`src/rtl/player_input_decoder.sv`:
```
// Frame-sampled keyboard decoder for two players: turns up to four HID usage codes
// into registered heading/move/fire per player plus a start pulse, updated once per vsync.
module player_input_decoder #(
  parameter int unsigned COOLDOWN_FRAMES = 20,
  parameter bit          AUTOFIRE        = 1'b0
) (
  input  logic        Clk,
  input  logic        Reset_n,
  input  logic [31:0] keycodes,
  input  logic        frame_tick,
  input  logic        game_active,
  output logic [1:0]  dir_A,
  output logic        move_A,
  output logic        fire_A,
  output logic [1:0]  dir_B,
  output logic        move_B,
  output logic        fire_B,
  output logic        start_pulse,
  output logic        frame_strobe
);

  typedef enum logic [1:0] {
    DIR_UP    = 2'd0,
    DIR_DOWN  = 2'd1,
    DIR_LEFT  = 2'd2,
    DIR_RIGHT = 2'd3
  } dir_e;

  // Key maps packed as {fire, right, left, down, up}; held masks use the same bit order.
  localparam logic [39:0] KEYMAP_A  = {8'h2C, 8'h07, 8'h04, 8'h16, 8'h1A};
  localparam logic [39:0] KEYMAP_B  = {8'h28, 8'h4F, 8'h50, 8'h51, 8'h52};
  localparam logic [7:0]  KEY_START = 8'h13;
  localparam logic [7:0]  CD_LOAD   = 8'(COOLDOWN_FRAMES);

  function automatic logic [4:0] decode_held(input logic [31:0] kc, input logic [39:0] map);
    logic [4:0] h;
    h = '0;
    for (int unsigned i = 0; i < 4; i++) begin
      for (int unsigned b = 0; b < 5; b++) begin
        if (kc[8*i +: 8] == map[8*b +: 8]) h[b] = 1'b1;
      end
    end
    return h;
  endfunction

  function automatic dir_e lowest_dir(input logic [3:0] m);
    if (m[0])      return DIR_UP;
    else if (m[1]) return DIR_DOWN;
    else if (m[2]) return DIR_LEFT;
    else           return DIR_RIGHT;
  endfunction

  // Last-pressed-wins; a released heading falls back to any remaining held key.
  function automatic dir_e resolve_dir(input logic [3:0] held, input logic [3:0] prev,
                                       input dir_e cur);
    logic [3:0] new_press;
    new_press = held & ~prev;
    if (new_press != '0)  return lowest_dir(new_press);
    else if (held[cur])   return cur;
    else if (held != '0)  return lowest_dir(held);
    else                  return cur;
  endfunction

  // Vsync synchroniser and fall detector; idle level is high.
  logic vs_meta_q, vs_meta_d;
  logic vs_sync_q, vs_sync_d;
  logic vs_prev_q, vs_prev_d;
  logic frame_event;

  // Per-player state, index 0 = player A, 1 = player B.
  dir_e       dir_q  [2];
  dir_e       dir_d  [2];
  logic       move_q [2];
  logic       move_d [2];
  logic       fire_q [2];
  logic       fire_d [2];
  logic [4:0] prev_q [2];
  logic [4:0] prev_d [2];
  logic [7:0] cd_q   [2];
  logic [7:0] cd_d   [2];
  logic [7:0] cd_dec [2];
  logic [4:0] held   [2];

  logic start_held;
  logic start_prev_q, start_prev_d;
  logic start_pulse_q, start_pulse_d;
  logic frame_strobe_q, frame_strobe_d;

  assign frame_event = vs_prev_q & ~vs_sync_q;

  always_comb begin
    held[0]    = decode_held(keycodes, KEYMAP_A);
    held[1]    = decode_held(keycodes, KEYMAP_B);
    start_held = 1'b0;
    for (int unsigned i = 0; i < 4; i++) begin
      if (keycodes[8*i +: 8] == KEY_START) start_held = 1'b1;
    end
  end

  always_comb begin
    vs_meta_d      = frame_tick;
    vs_sync_d      = vs_meta_q;
    vs_prev_d      = vs_sync_q;
    frame_strobe_d = frame_event;
    start_prev_d   = start_prev_q;
    start_pulse_d  = start_pulse_q;
    for (int unsigned p = 0; p < 2; p++) begin
      dir_d[p]  = dir_q[p];
      move_d[p] = move_q[p];
      fire_d[p] = fire_q[p];
      prev_d[p] = prev_q[p];
      cd_d[p]   = cd_q[p];
      cd_dec[p] = (cd_q[p] != '0) ? cd_q[p] - 8'd1 : '0;
    end

    if (frame_event) begin
      start_prev_d  = start_held;
      start_pulse_d = start_held & ~start_prev_q;
      for (int unsigned p = 0; p < 2; p++) begin
        prev_d[p] = held[p];
        if (game_active) begin
          dir_d[p]  = resolve_dir(held[p][3:0], prev_q[p][3:0], dir_q[p]);
          move_d[p] = |held[p][3:0];
          fire_d[p] = (cd_dec[p] == '0) && held[p][4] && (!prev_q[p][4] || AUTOFIRE);
          cd_d[p]   = fire_d[p] ? CD_LOAD : cd_dec[p];
        end else begin
          move_d[p] = 1'b0;
          fire_d[p] = 1'b0;
          cd_d[p]   = '0;
        end
      end
    end
  end

  always_ff @(posedge Clk) begin
    if (!Reset_n) begin
      vs_meta_q      <= 1'b1;
      vs_sync_q      <= 1'b1;
      vs_prev_q      <= 1'b1;
      frame_strobe_q <= 1'b0;
      start_prev_q   <= 1'b0;
      start_pulse_q  <= 1'b0;
      for (int unsigned p = 0; p < 2; p++) begin
        dir_q[p]  <= DIR_UP;
        move_q[p] <= 1'b0;
        fire_q[p] <= 1'b0;
        prev_q[p] <= '0;
        cd_q[p]   <= '0;
      end
    end else begin
      vs_meta_q      <= vs_meta_d;
      vs_sync_q      <= vs_sync_d;
      vs_prev_q      <= vs_prev_d;
      frame_strobe_q <= frame_strobe_d;
      start_prev_q   <= start_prev_d;
      start_pulse_q  <= start_pulse_d;
      for (int unsigned p = 0; p < 2; p++) begin
        dir_q[p]  <= dir_d[p];
        move_q[p] <= move_d[p];
        fire_q[p] <= fire_d[p];
        prev_q[p] <= prev_d[p];
        cd_q[p]   <= cd_d[p];
      end
    end
  end

  assign dir_A        = dir_q[0];
  assign move_A       = move_q[0];
  assign fire_A       = fire_q[0];
  assign dir_B        = dir_q[1];
  assign move_B       = move_q[1];
  assign fire_B       = fire_q[1];
  assign start_pulse  = start_pulse_q;
  assign frame_strobe = frame_strobe_q;

endmodule

```
`config.mk`:
```
export PLATFORM = sky130hd
export DESIGN_NAME = player_input_decoder
export DESIGN_NICKNAME = d
export VERILOG_FILES = /design/src/rtl/player_input_decoder.sv
export SDC_FILE = /design/constraint.sdc
export NUM_CORES = 1
export LEC_CHECK = 0
export ABC_AREA = 1
export CAP_MARGIN = 10
export CORE_MARGIN = 1
export CORE_UTILIZATION = 50
export CTS_BUF_LIST = sky130_fd_sc_hd__clkbuf_16
export CTS_CLUSTER_DIAMETER = 100
export DETAILED_ROUTE_END_ITERATION = 7
export PLACE_DENSITY = 0.86
export SLEW_MARGIN = 40
export SYNTH_ARGS = -nofsm -noshare
export SYNTH_HDL_FRONTEND = slang
export SYNTH_SLANG_ARGS = --single-unit
export TNS_END_PERCENT = 5
```
`constraint.sdc`:
```
create_clock -name Clk -period 1.3 [get_ports Clk]
set_input_delay 0.26 -clock Clk [delete_from_list [all_inputs] [get_ports Clk]]
set_output_delay 0.26 -clock Clk [all_outputs]
set_load 0.005 [all_outputs]
```
==> metrics.yaml <==
floorplanning:
  die_area_um2: 6900
  rows: 29
  die_y_um: 83.1
  initial_core_util_pct: 51.7
  io_pins: 46
  die_x_um: 83.1
  core-area_um2: 6350
place:
  portBuffers: 45
  gp_congestion: 0.966
  dp_slack_ps: -786
  dp_hpwl_um: 7940
  postPlaceCellArea_um2: 4440
finish:
  utilization_pct: 76.6
  seqCellArea_um2: 812
  finalInstanceArea_um2: 4860
  multi_input_area_um2: 2440
  fillers: 473
  layout-drive-gt1-share_pct: 39.7
  syn2layout_area_growth_pct: 48.0
  nNetsFinal: 767
  n_antenna_cell: 0
yosys:
  ys_seq_elements: 40
  netlist_top_cells_area: "dfxtp_1 (24%), nand2_1 (19%), nor2_1 (13%)"
  yosysWarningCount: 0
  synth_area_um2: 3280
  syn_inst: 593
  synth_top_area_share_pct: 24.4
  yosysSeqAreaShare_pct: 24.4
  yosysTopAreaCell: "dfxtp_1"
  syn_nets: 633
  post_synth.cell_area_avg_um2: 5.54
  synth_cell_type_count: 34
global_route:
  grt_overflow: 0
  antenna_found_initial: 0
  grt.total_usage_pct: 32.6
  grt_pass1_vias: 4146
  grt_pass1_wl_um: 18400
  grt_max_degree: 25
route:
  dr.pass1.iters: 6
  avgRoutedWirePerCell_um: 13.9
  avgViaCountPerCell: 5.34
  routed-wl-met3_um: 677
  m1WireLength_um: 4570
  top_layer: "met4"
  drtAntennaViolNets: 0
  routed_wl_um: 11200
  vias: 4300
  drc_errors: 0
  wl_met2_um: 5480
  drtIter0Drc: 327
clocking:
  root_buffer: "clkbuf_16"
  numClockSinks: 40
  clk_pin_slew_worst_paths_ps: 60
  htreeDepth: 2
  cts_buffer_depth: 2
  cts_tree: "done"
  clock_latency_ps: 290
  hold_buffers: 0
  numCtsBuffers: 5
setup_path:
  crit_type: "register to register"
  reg2reg_slack_ps: -440
  critPathCaptureType: "register"
  required_ps: 1520
  cp.arrival_ps: 1950
  slowest_stage: "dfxtp_2"
  crit_fanout: 3
  max_stage_delay_ps: 350
  startpoint_type: "register"
  cp_cell_sequence: "inv_4 > ha_4 > nand3_2 > nor3_4 > buf_6 > nor2_2 > nor2_1 > nand2_1 > nor2_2 > nand3_2 > a21oi_2"
power:
  p_per_area_nw_per_um2: 637
  leakagePower_uw: 0.00243
  irDropWorstVdd_v: 0.000704
timing:
  setup_viol: 14
  max_slew_margin_pct: 77.5
  fin_crit_ps: 1740
  fin_skew_ps: 3.59
  max_clock_freq_mhz: 576
  fin_crit_sh_pct: 134
  drv_slew: 0
  final_hold_viol_count: 0
  worstMarginPinSlew_ps: 336
  setup_ws_ps: -436
  rsz0062_at_grt: "true"
status:
  outcome: "complete, but fails checks"
  violations: "setup timing"
run:
  cap_violations: 0
worst_hold_path:
  hold_path.class: "register to register"
-- registers in the layout, summed over array words and instances (netlist names) --
signal	flops
frame_strobe	1
start_pulse	1
prev_q	10
dir_q	4
cd_q	16
move_q	2
vs_prev_d	1
fire_q	2
start_prev_q	1
vs_meta_q	1
vs_prev_q	1
-- routing by layer --
metal | vias to the layer above | GRT usage (%)
met3 | 59 | 5.47
met4 | 0 | 12.7
li1 | 2108 | -
met1 | 1939 | 39.3
met2 | 194 | 57.6
met5 | - | 0
-- worst paths after layout --
| kind | startpoint | endpoint | cells after the start |
|---|---|---|---|
| hold reg to reg | vs_meta_q | vs_prev_d | 1 |
| setup / recovery | cd_q[0][8] | cd_q[0][10] | 11 |
| setup reg to reg | cd_q[0][8] | cd_q[0][10] | 11 |
| hold / removal | vs_meta_q | vs_prev_d | 1 |
-- cell usage after synthesis, drive strengths merged --
library cell    n
nand3          39
o21ai          18
o32ai           1
dfxtp          40
a21boi          1
or2             4
nand4           6
xor2            1
nor2          128
a31oi           3
nand3b          1
xnor2           1
nor3           12
o21a            1
clkinv          1
inv            94
buf             2
a21oi          37
nand2         185
ha              4
nor3b           1
o22ai           4
clkbuf          6
a22oi           3
-- cells in the final DEF, fill, tap and decap left out, types with 9 or more instances in the layout --
| master | Yosys | layout |
|---|---|---|
| nor2_4 | 3 | 16 |
| buf_4 | 0 | 90 |
| inv_2 | 8 | 24 |
| dlygate4sd2_1 | 0 | 10 |
| dfxtp_1 | 40 | 31 |
| nand2_1 | 168 | 138 |
| nand3_1 | 38 | 36 |
| buf_2 | 2 | 26 |
| nand2_2 | 13 | 40 |
| nor2_2 | 15 | 31 |
| dfxtp_2 | 0 | 9 |
| a21oi_1 | 36 | 31 |
| o21ai_0 | 13 | 11 |
| inv_1 | 86 | 68 |
| nor2_1 | 110 | 81 |
-- logic make-up (layout without fill, tap and decap cells) --
kind of cell	after synthesis	count (layout)	share of synthesized area, %
adders and majority gates	4	4	1.52
buffers and inverters	103	238	11.8
AOI/OAI and AO/OA	68	68	11.6
DFF	40	40	24.4
and+or+nand+nor	376	376	50.1
xor gates and xnor gates	2	2	0.533
-- through the flow --
| step | setup TNS [ps] | instances | hold slack [ps] | power [uW] |
|---|---|---|---|---|
| finish | -2770 | 805 | 418 | 3100 |
| CTS | -2190 | 805 | 422 | 3080 |
| floorplan | -929 | 593 | 367 | 1520 |
| global placement | -14940 | 784 | 396 | 1790 |
| global route | -4890 | 805 | 431 | 3200 |
| detailed placement | -15910 | 784 | 405 | 1800 |
-- critical path, delay by kind of cell, from the launching register on --
| kind | cells | cell delay (ps) |
|---|---|---|
| AOI/OAI and AO/OA | 1 | 170 |
| adders and majority gates | 1 | 120 |
| and+or+nand+nor | 7 | 800 |
| DFF | 1 | 350 |
| buffers and inverters | 2 | 220 |
-- report_power, final --
group	leakage, uW	switching (uW)	internal, uW
sequential	0.000329	10.4	1250
clock	0.0000660	540	714
combinational	0.00204	351	235
-- final cells by class --
| class | count | share of cell area [%] |
|---|---|---|
| clock buffers | 5 | 2.57 |
| clock inverters | 3 | 0.489 |
| inverters | 95 | 7.44 |
| multi-input cells | 450 | 50.2 |
| flip-flops and latches | 40 | 16.7 |
| well taps | 77 | 1.98 |
| repair buffers | 135 | 20.6 |
-- what timing repair did --
action                                  CTS  global route
endpoints found under the setup margin   43            25
resized for setup                       248            17
pin swaps                                55             3
setup buffers                            13             0
No activity file was read; power rests on OpenSTA's default activity.
